**src/rtl/fifo_uart_tx.sv**
```systemverilog
// fifo_uart_tx: drains a byte FIFO and serialises each byte
// as a UART frame (start, 8 data LSB first, opt. parity, stop).
module fifo_uart_tx #(
  parameter int CLKS_PER_BIT = 868,
  parameter int PARITY       = 0,
  parameter int STOP_BITS    = 1
) (
  input  logic       clk,
  input  logic       reset,
  input  logic       enable,
  input  logic       fifo_empty,
  input  logic [7:0] fifo_dout,
  output logic       fifo_pop,
  output logic       tx,
  output logic       busy,
  output logic       byte_done
);

  localparam int BW = $clog2(CLKS_PER_BIT);
  localparam logic [BW-1:0] BAUD_MAX = BW'(CLKS_PER_BIT - 1);
  localparam logic [2:0] STOP_MAX = 3'(STOP_BITS - 1);

  typedef enum logic [2:0] {
    IDLE, POP, LOAD, START, DATA, PAR, STOP
  } state_t;

  state_t        state;
  logic [BW-1:0] baud_cnt;
  logic [2:0]    bit_cnt;
  logic [7:0]    shift_reg;
  logic          parity;
  logic          baud_end;

  assign baud_end = (baud_cnt == BAUD_MAX);

  always_ff @(posedge clk or negedge reset) begin
    if (!reset) begin
      state     <= IDLE;
      baud_cnt  <= '0;
      bit_cnt   <= '0;
      shift_reg <= '0;
      parity    <= 1'b0;
      tx        <= 1'b1;
      fifo_pop  <= 1'b0;
      busy      <= 1'b0;
      byte_done <= 1'b0;
    end else begin
      fifo_pop  <= 1'b0;
      byte_done <= 1'b0;
      case (state)
        IDLE: begin
          tx <= 1'b1;
          if (enable && !fifo_empty) begin
            state    <= POP;
            fifo_pop <= 1'b1;
            busy     <= 1'b1;
          end
        end
        POP: begin
          state <= LOAD;
        end
        LOAD: begin
          shift_reg <= fifo_dout;
          if (PARITY == 2)
            parity <= ~^fifo_dout;
          else if (PARITY == 1)
            parity <= ^fifo_dout;
          else
            parity <= 1'b0;
          baud_cnt <= '0;
          tx       <= 1'b0;
          state    <= START;
        end
        START: begin
          if (baud_end) begin
            baud_cnt <= '0;
            bit_cnt  <= '0;
            tx       <= shift_reg[0];
            state    <= DATA;
          end else begin
            baud_cnt <= baud_cnt + 1'b1;
          end
        end
        DATA: begin
          if (baud_end) begin
            baud_cnt  <= '0;
            shift_reg <= shift_reg >> 1;
            if (bit_cnt == 3'd7) begin
              bit_cnt <= '0;
              if (PARITY != 0) begin
                tx    <= parity;
                state <= PAR;
              end else begin
                tx    <= 1'b1;
                state <= STOP;
              end
            end else begin
              bit_cnt <= bit_cnt + 1'b1;
              tx      <= shift_reg[1];
            end
          end else begin
            baud_cnt <= baud_cnt + 1'b1;
          end
        end
        PAR: begin
          if (baud_end) begin
            baud_cnt <= '0;
            bit_cnt  <= '0;
            tx       <= 1'b1;
            state    <= STOP;
          end else begin
            baud_cnt <= baud_cnt + 1'b1;
          end
        end
        STOP: begin
          // bit_cnt counts completed stop bits here
          if (baud_end) begin
            baud_cnt <= '0;
            if (bit_cnt == STOP_MAX) begin
              bit_cnt   <= '0;
              busy      <= 1'b0;
              byte_done <= 1'b1;
              state     <= IDLE;
            end else begin
              bit_cnt <= bit_cnt + 1'b1;
            end
          end else begin
            baud_cnt <= baud_cnt + 1'b1;
          end
        end
        default: begin
          state <= IDLE;
          tx    <= 1'b1;
          busy  <= 1'b0;
        end
      endcase
    end
  end

endmodule

```
**config.mk**
```make
export PLATFORM = sky130hd
export DESIGN_NAME = fifo_uart_tx
export DESIGN_NICKNAME = d
export VERILOG_FILES = /design/src/rtl/fifo_uart_tx.sv
export SDC_FILE = /design/constraint.sdc
export NUM_CORES = 1
export LEC_CHECK = 0
export CAP_MARGIN = 15
export CORE_ASPECT_RATIO = 1.25
export CORE_MARGIN = 4
export CORE_UTILIZATION = 60
export DETAILED_ROUTE_END_ITERATION = 8
export DONT_BUFFER_PORTS = 1
export PLACE_DENSITY = 0.76
export SLEW_MARGIN = 20
export SYNTH_ARGS = -nofsm -noshare
export SYNTH_HDL_FRONTEND = slang
export SYNTH_SLANG_ARGS = --single-unit
```
**constraint.sdc**
```tcl
create_clock -name clk -period 5.45 [get_ports clk]
set_clock_uncertainty 0.2 [all_clocks]
set_input_delay 0.545 -clock clk [delete_from_list [all_inputs] [get_ports clk]]
set_output_delay 0.545 -clock clk [all_outputs]
set_load 0.1 [all_outputs]
```
# Word-level counts from Yosys, hierarchy flattened
# Index checks and enable logic that the tools add are counted.
# totals
wordCells,76
input_bits,12
regBits,28
# op_classes
eq_ne,16
addsub,2
reduce_logical,16
n_bitwise,2
n_mux,32
# op_table
op,n
two-way mux 3 bit,12
case mux 3 bit (7 select lines),1
case mux 10 bit (2 select lines),1
case mux 8 bit (2 select lines),1
inequality test 2 bit (second input constant),7
== test 3 bit (second input constant),4
two-way mux 1 bit,12
AND reduction 4 bit,3
adder 10 x 1 -> 10 bit (second input constant),1
== test 10 bit (second input constant),1
two-way mux 10 bit,1
case mux 3 bit (3 select lines),1
two-way mux 8 bit,1
AND reduction 7 bit,1
== test 3 x 2 -> 1 bit (second input constant),2
zero test 3 bit,2
case mux 1 bit (5 select lines),1
OR reduction 5 bit,1
nonzero test 2 bit,2
OR reduction 2 bit,2
OR reduction 4 bit,1
adder 3 x 1 -> 3 bit (second input constant),1
== test 3 x 1 -> 1 bit (second input constant),1
case mux 1 bit (3 select lines),1
other kinds (6),7

# Longest topological paths before layout
# depth
depth_word,4
mapped_depth,6
depth_no_buf,6

# Worst setup path after synthesis
# No wires, ideal clock.
# synth_timing
kind,register to register
start,register baud_cnt[0]
end,register shift_reg[0]
path_buffers,1
path_slack_ns,3.482
stages_incl_launch_ff,7
arrival_time_ns,1.644
required_time_ns,5.125
path_cell_list,dfrtp_1 -> ha_1 -> nor3b_1 -> and4_1 -> a21o_1 -> buf_2 -> mux2_2
# synth_between
elab_chain_len,3
# synth_rtl
element,line_no,source
"start, declared",28,logic [BW-1:0] baud_cnt;
"start signal, assigned",81,baud_cnt <= baud_cnt + 1'b1;
"start signal, assigned",102,baud_cnt <= baud_cnt + 1'b1;
"start signal, assigned",112,baud_cnt <= baud_cnt + 1'b1;
== test 10 bit,34,assign baud_end = (baud_cnt == BAUD_MAX);
inequality test 2 bit (no source line),--,
AND reduction 2 bit (no source line),--,
"end signal, assigned",63,shift_reg <= fifo_dout;
"end signal, assigned",87,shift_reg <= shift_reg >> 1;
"end, declared",30,logic [7:0] shift_reg;
# No other way between the ends.
# A chain may end at the register's enable or synchronous reset.

# Final worst setup path
# layout_timing
start,register baud_cnt[0]
end,register tx
# layout_between
elab_chain_len,3
elab_cells_between_ends,5
# layout_rtl
element,line_no,source
== test 10 bit (*),34,
inequality test 2 bit (no source line),--,
AND reduction 4 bit (no source line) (*),--,
"end signal, assigned",78,tx <= shift_reg[0];
"end signal, assigned",91,tx <= parity;
"end signal, assigned",99,tx <= shift_reg[1];
"end, declared",14,"output logic tx,"
# Mark *: on every way between the ends. The rest lies on a longest branch, timed or not.

==> Implementation_results.wiki <==
{| class="wikitable"
! Metric !! Value
|-
| Post-layout instance count excluding filler cells || 190
|-
| Number of enable flip-flop cells after synthesis || 0
|-
| H-tree Lvls || 1
|-
| Starting DRT DRC Count || between 40 and 50
|-
| Peak supply drop || approximately 0.19 mV
|-
| CTS tree || done
|-
| Worst-path fanout max || 16
|-
| Final max-slew violation count || 0
|-
| Synthesized netlist net count || around 180
|-
| Maxcap violations || 0
|-
| Vertical die dimension || about 66 um
|-
| Yosys reg bits || 28
|-
| Total clock buffers created by CTS || 3
|-
| Worst slack at placement || approximately 2.8 ns
|-
| Type of destination of the critical path || flop
|-
| Core area || about 2500 um2
|-
| Detail-routed net length per standard cell || 16.9 um
|-
| Setup_tns || 0 ns
|-
| P_leak || around 0.00073 uW
|-
| Category of the worst setup path launch point || flop
|-
| Clk Tree Root Cell || sky130_fd_sc_hd__clkbuf_4
|-
| Detail Route Antenna Nets || 0
|-
| Antenna diode instance count || 0
|-
| Starting density of the core || 0.643
|-
| Number of vias after detailed routing || 1,248
|-
| Setup CP Type || reg -> reg
|-
| Distinct cell type count after synthesis || between 40 and 50
|-
| Overall die width || ~54 um
|-
| Global Route Usage Sum || 0.201
|-
| Worst hold-check path type || in -> reg
|-
| FILL cells || about 200
|-
| DRC violation count after routing || 0
|-
| Run status || finished, final reports clean
|-
| Share of synthesized area occupied by flip-flops and latches || 0.441
|-
| Antenna violations before repair || 0
|-
| Netlist area before placement || roughly 1600 um2
|-
| Largest net degree at the start of global routing || 29
|-
| Max Root-Sink Buffers || 2
|-
| Areal power density over the cells || about 220 nW/um2
|-
| Number of nets in the final layout || around 170
|-
| Die Footprint || approximately 3500 um2
|-
| Final count of negative-setup-slack endpoints || 0
|-
| Proportion of layout cells with a drive suffix above 1 || 0.146
|-
| Min setup slack post-route || between 2 and 3 ns
|-
| Gpl congestion || ~0.82
|-
| Number of standard-cell rows in the floorplan || 20
|-
| Required @ worst endpoint || 5.52 ns
|-
| Area Growth Syn to Fin || 4.63%
|-
| Via count of the first global-routing pass || approximately 1,200
|-
| TritonCTS Sinks || 28
|-
| Synth Flop Type || sky130_fd_sc_hd__dfrtp_1
|-
| Headroom to the max-slew limit || 0.404
|-
| Peak clock frequency supported by timing || slightly below 400 MHz
|-
| Synth async-reset ratio || 1.00
|-
| Number of detailed-routing iterations run before antenna repair || 4
|-
| IO Pins || 16
|-
| Largest register FFs || 10
|-
| Placed Instances || between 150 and 200
|-
| Synthesized netlist cell count || ~160
|-
| Gr ovfl total || 0
|-
| RSZ-0062 raised after global routing || false
|-
| Count of input and output buffers || 0
|-
| Tightest Pin Transition || between 0.8 and 0.9 ns
|-
| Detailed Place HPWL || about 2.4 mm
|-
| Crit path time final || around 2.5 ns
|-
| Clock-pin slew on the worst setup and hold paths || approximately 0.16 ns
|-
| Clock latency at the later pin of the worst-skew pair || around 0.34 ns
|-
| Post-CTS Setup Repair Bufs || 0
|-
| Number of hold-slack violations in the final timing report || 0
|-
| Detailed Route WL || ~3.2 mm
|-
| Data arrival time of the critical path || about 2.6 ns
|-
| Fin crit share || 0.468
|-
| Detail-routed via count per cell || around 6.6
|-
| Syn. warnings || 0
|-
| Avg Cell Area, Syn || between 9 and 10 um2
|-
| Global-route wire length before repair || around 5.3 mm
|}
synth_stat cells (all sizes together), types with 2 or more instances:
library cell / number / area share
or4: 3 / 0.014
mux2: 14 / 0.099
dfrtp: 27 / 0.42
inv: 8 / 0.019
nand2b: 2 / 0.0079
and4: 2 / 0.011
nor4: 2 / 0.0079
a41oi: 4 / 0.022
clkbuf: 6 / 0.015
nor2b: 3 / 0.012
or3: 2 / 0.0079
buf: 5 / 0.020
nor2: 10 / 0.024
o21ai: 8 / 0.025
ha: 4 / 0.031
nand4: 2 / 0.0079
a21o: 2 / 0.0094
and3: 3 / 0.015
o2bb2ai: 2 / 0.011
o31ai: 3 / 0.014
nand3: 6 / 0.019
a21oi: 7 / 0.022
nor3: 6 / 0.022
nand2: 7 / 0.016
a22o: 2 / 0.011
a31oi: 10 / 0.039
final cells by class:
type / instances / area, um2 / share of cell area
clock buffers: 3 / 22.5 / 0.0135
clock inverters: 1 / 30.0 / 0.0180
inverters: 8 / 30.0 / 0.0180
multi-input cells: 115 / 811 / 0.486
flip-flops and latches: 28 / 702 / 0.421
well taps: 33 / 41.3 / 0.0248
repair buffers: 2 / 30.0 / 0.0180
where the power goes:
group	leakage, uW	switching [uW]	total [uW]	internal (uW)
Combinational	0.000367	5.96	12.1	6.17
Clock	0.0000279	62.5	137	74.5
Sequential	0.000335	1.43	212	211
what timing repair did:
item                                   4_1_cts  5_1_grt
hold buffers                                 2        0
gates resized for setup                      0        0
endpoints found under the hold margin       28        0
per-stage QoR:
stage	cell area (um2)	util	power [uW]	hold slack [ns]
floorplan	1590	-	221	0.0494
global placement	1580	0.637	222	0.0502
detailed placement	1580	0.637	222	0.0502
CTS	1660	0.671	364	0.211
global route	1670	0.673	374	0.203
finish	1670	0.673	361	0.215
critical path, stage by stage, from the launching register on:
cell and delay [ns]:
sky130_fd_sc_hd__dfrtp_1 0.47, sky130_fd_sc_hd__ha_1 0.26, sky130_fd_sc_hd__nor3b_1 0.24, sky130_fd_sc_hd__nand4_1 0.54, sky130_fd_sc_hd__or3_1 0.54, sky130_fd_sc_hd__a32o_1 0.23
layout by cell type (no fill, tap or decap), types with 2 or more instances in the layout:
cell type / instances
sky130_fd_sc_hd__o2bb2ai_1: 2
sky130_fd_sc_hd__a31oi_1: 10
sky130_fd_sc_hd__nor2_1: 10
sky130_fd_sc_hd__and3_1: 2
sky130_fd_sc_hd__nor2b_1: 3
sky130_fd_sc_hd__nand3_1: 6
sky130_fd_sc_hd__and4_1: 2
sky130_fd_sc_hd__nand2_1: 7
sky130_fd_sc_hd__nand2b_1: 2
sky130_fd_sc_hd__clkbuf_4: 3
sky130_fd_sc_hd__o31ai_1: 3
sky130_fd_sc_hd__nor3_2: 2
sky130_fd_sc_hd__nor4_1: 2
sky130_fd_sc_hd__a41oi_1: 4
sky130_fd_sc_hd__or3_1: 2
sky130_fd_sc_hd__nand4_1: 2
sky130_fd_sc_hd__or4_1: 3
sky130_fd_sc_hd__dfrtp_1: 27
sky130_fd_sc_hd__mux2_2: 14
sky130_fd_sc_hd__inv_1: 8
sky130_fd_sc_hd__o21ai_0: 8
sky130_fd_sc_hd__nor3_1: 4
sky130_fd_sc_hd__a22o_1: 2
sky130_fd_sc_hd__a21o_1: 2
sky130_fd_sc_hd__ha_1: 4
sky130_fd_sc_hd__a21oi_1: 7
cells by family after synthesis:
kind of cell,synth area share
DFF,0.441
adders and majority gates,0.0314
muxes,0.105
AOI/OAI and AO/OA,0.185
and+or+nand+nor,0.184
buffers and inverters,0.0534
final timing paths:
check                                        start                      end  slack (ns)  cells after the start
setup / recovery           baud_cnt[0]$_DFFE_PN0P_           tx$_DFFE_PN1P_        2.90                      5
hold / removal                              enable       fifo_pop$_DFF_PN0_        0.22                      1
setup reg to reg           baud_cnt[0]$_DFFE_PN0P_           tx$_DFFE_PN1P_        2.90                      5
hold reg to reg             bit_cnt[0]$_DFFE_PN0P_   bit_cnt[0]$_DFFE_PN0P_        0.31                      1
max in group asynchronous                    reset           tx$_DFFE_PN1P_        4.37                      2
min in group asynchronous                    reset  baud_cnt[2]$_DFFE_PN0P_        0.43                      2
per-layer routing:
layer	track usage	routed length (um)	vias to the layer above
met1	0.254	1320	607
met3	0.0363	143	4
met4	0.0561	25	0
li1	-	-	602
met5	0	0	-
met2	0.342	1710	35
Note: power is estimated with default switching activity, not from simulation.
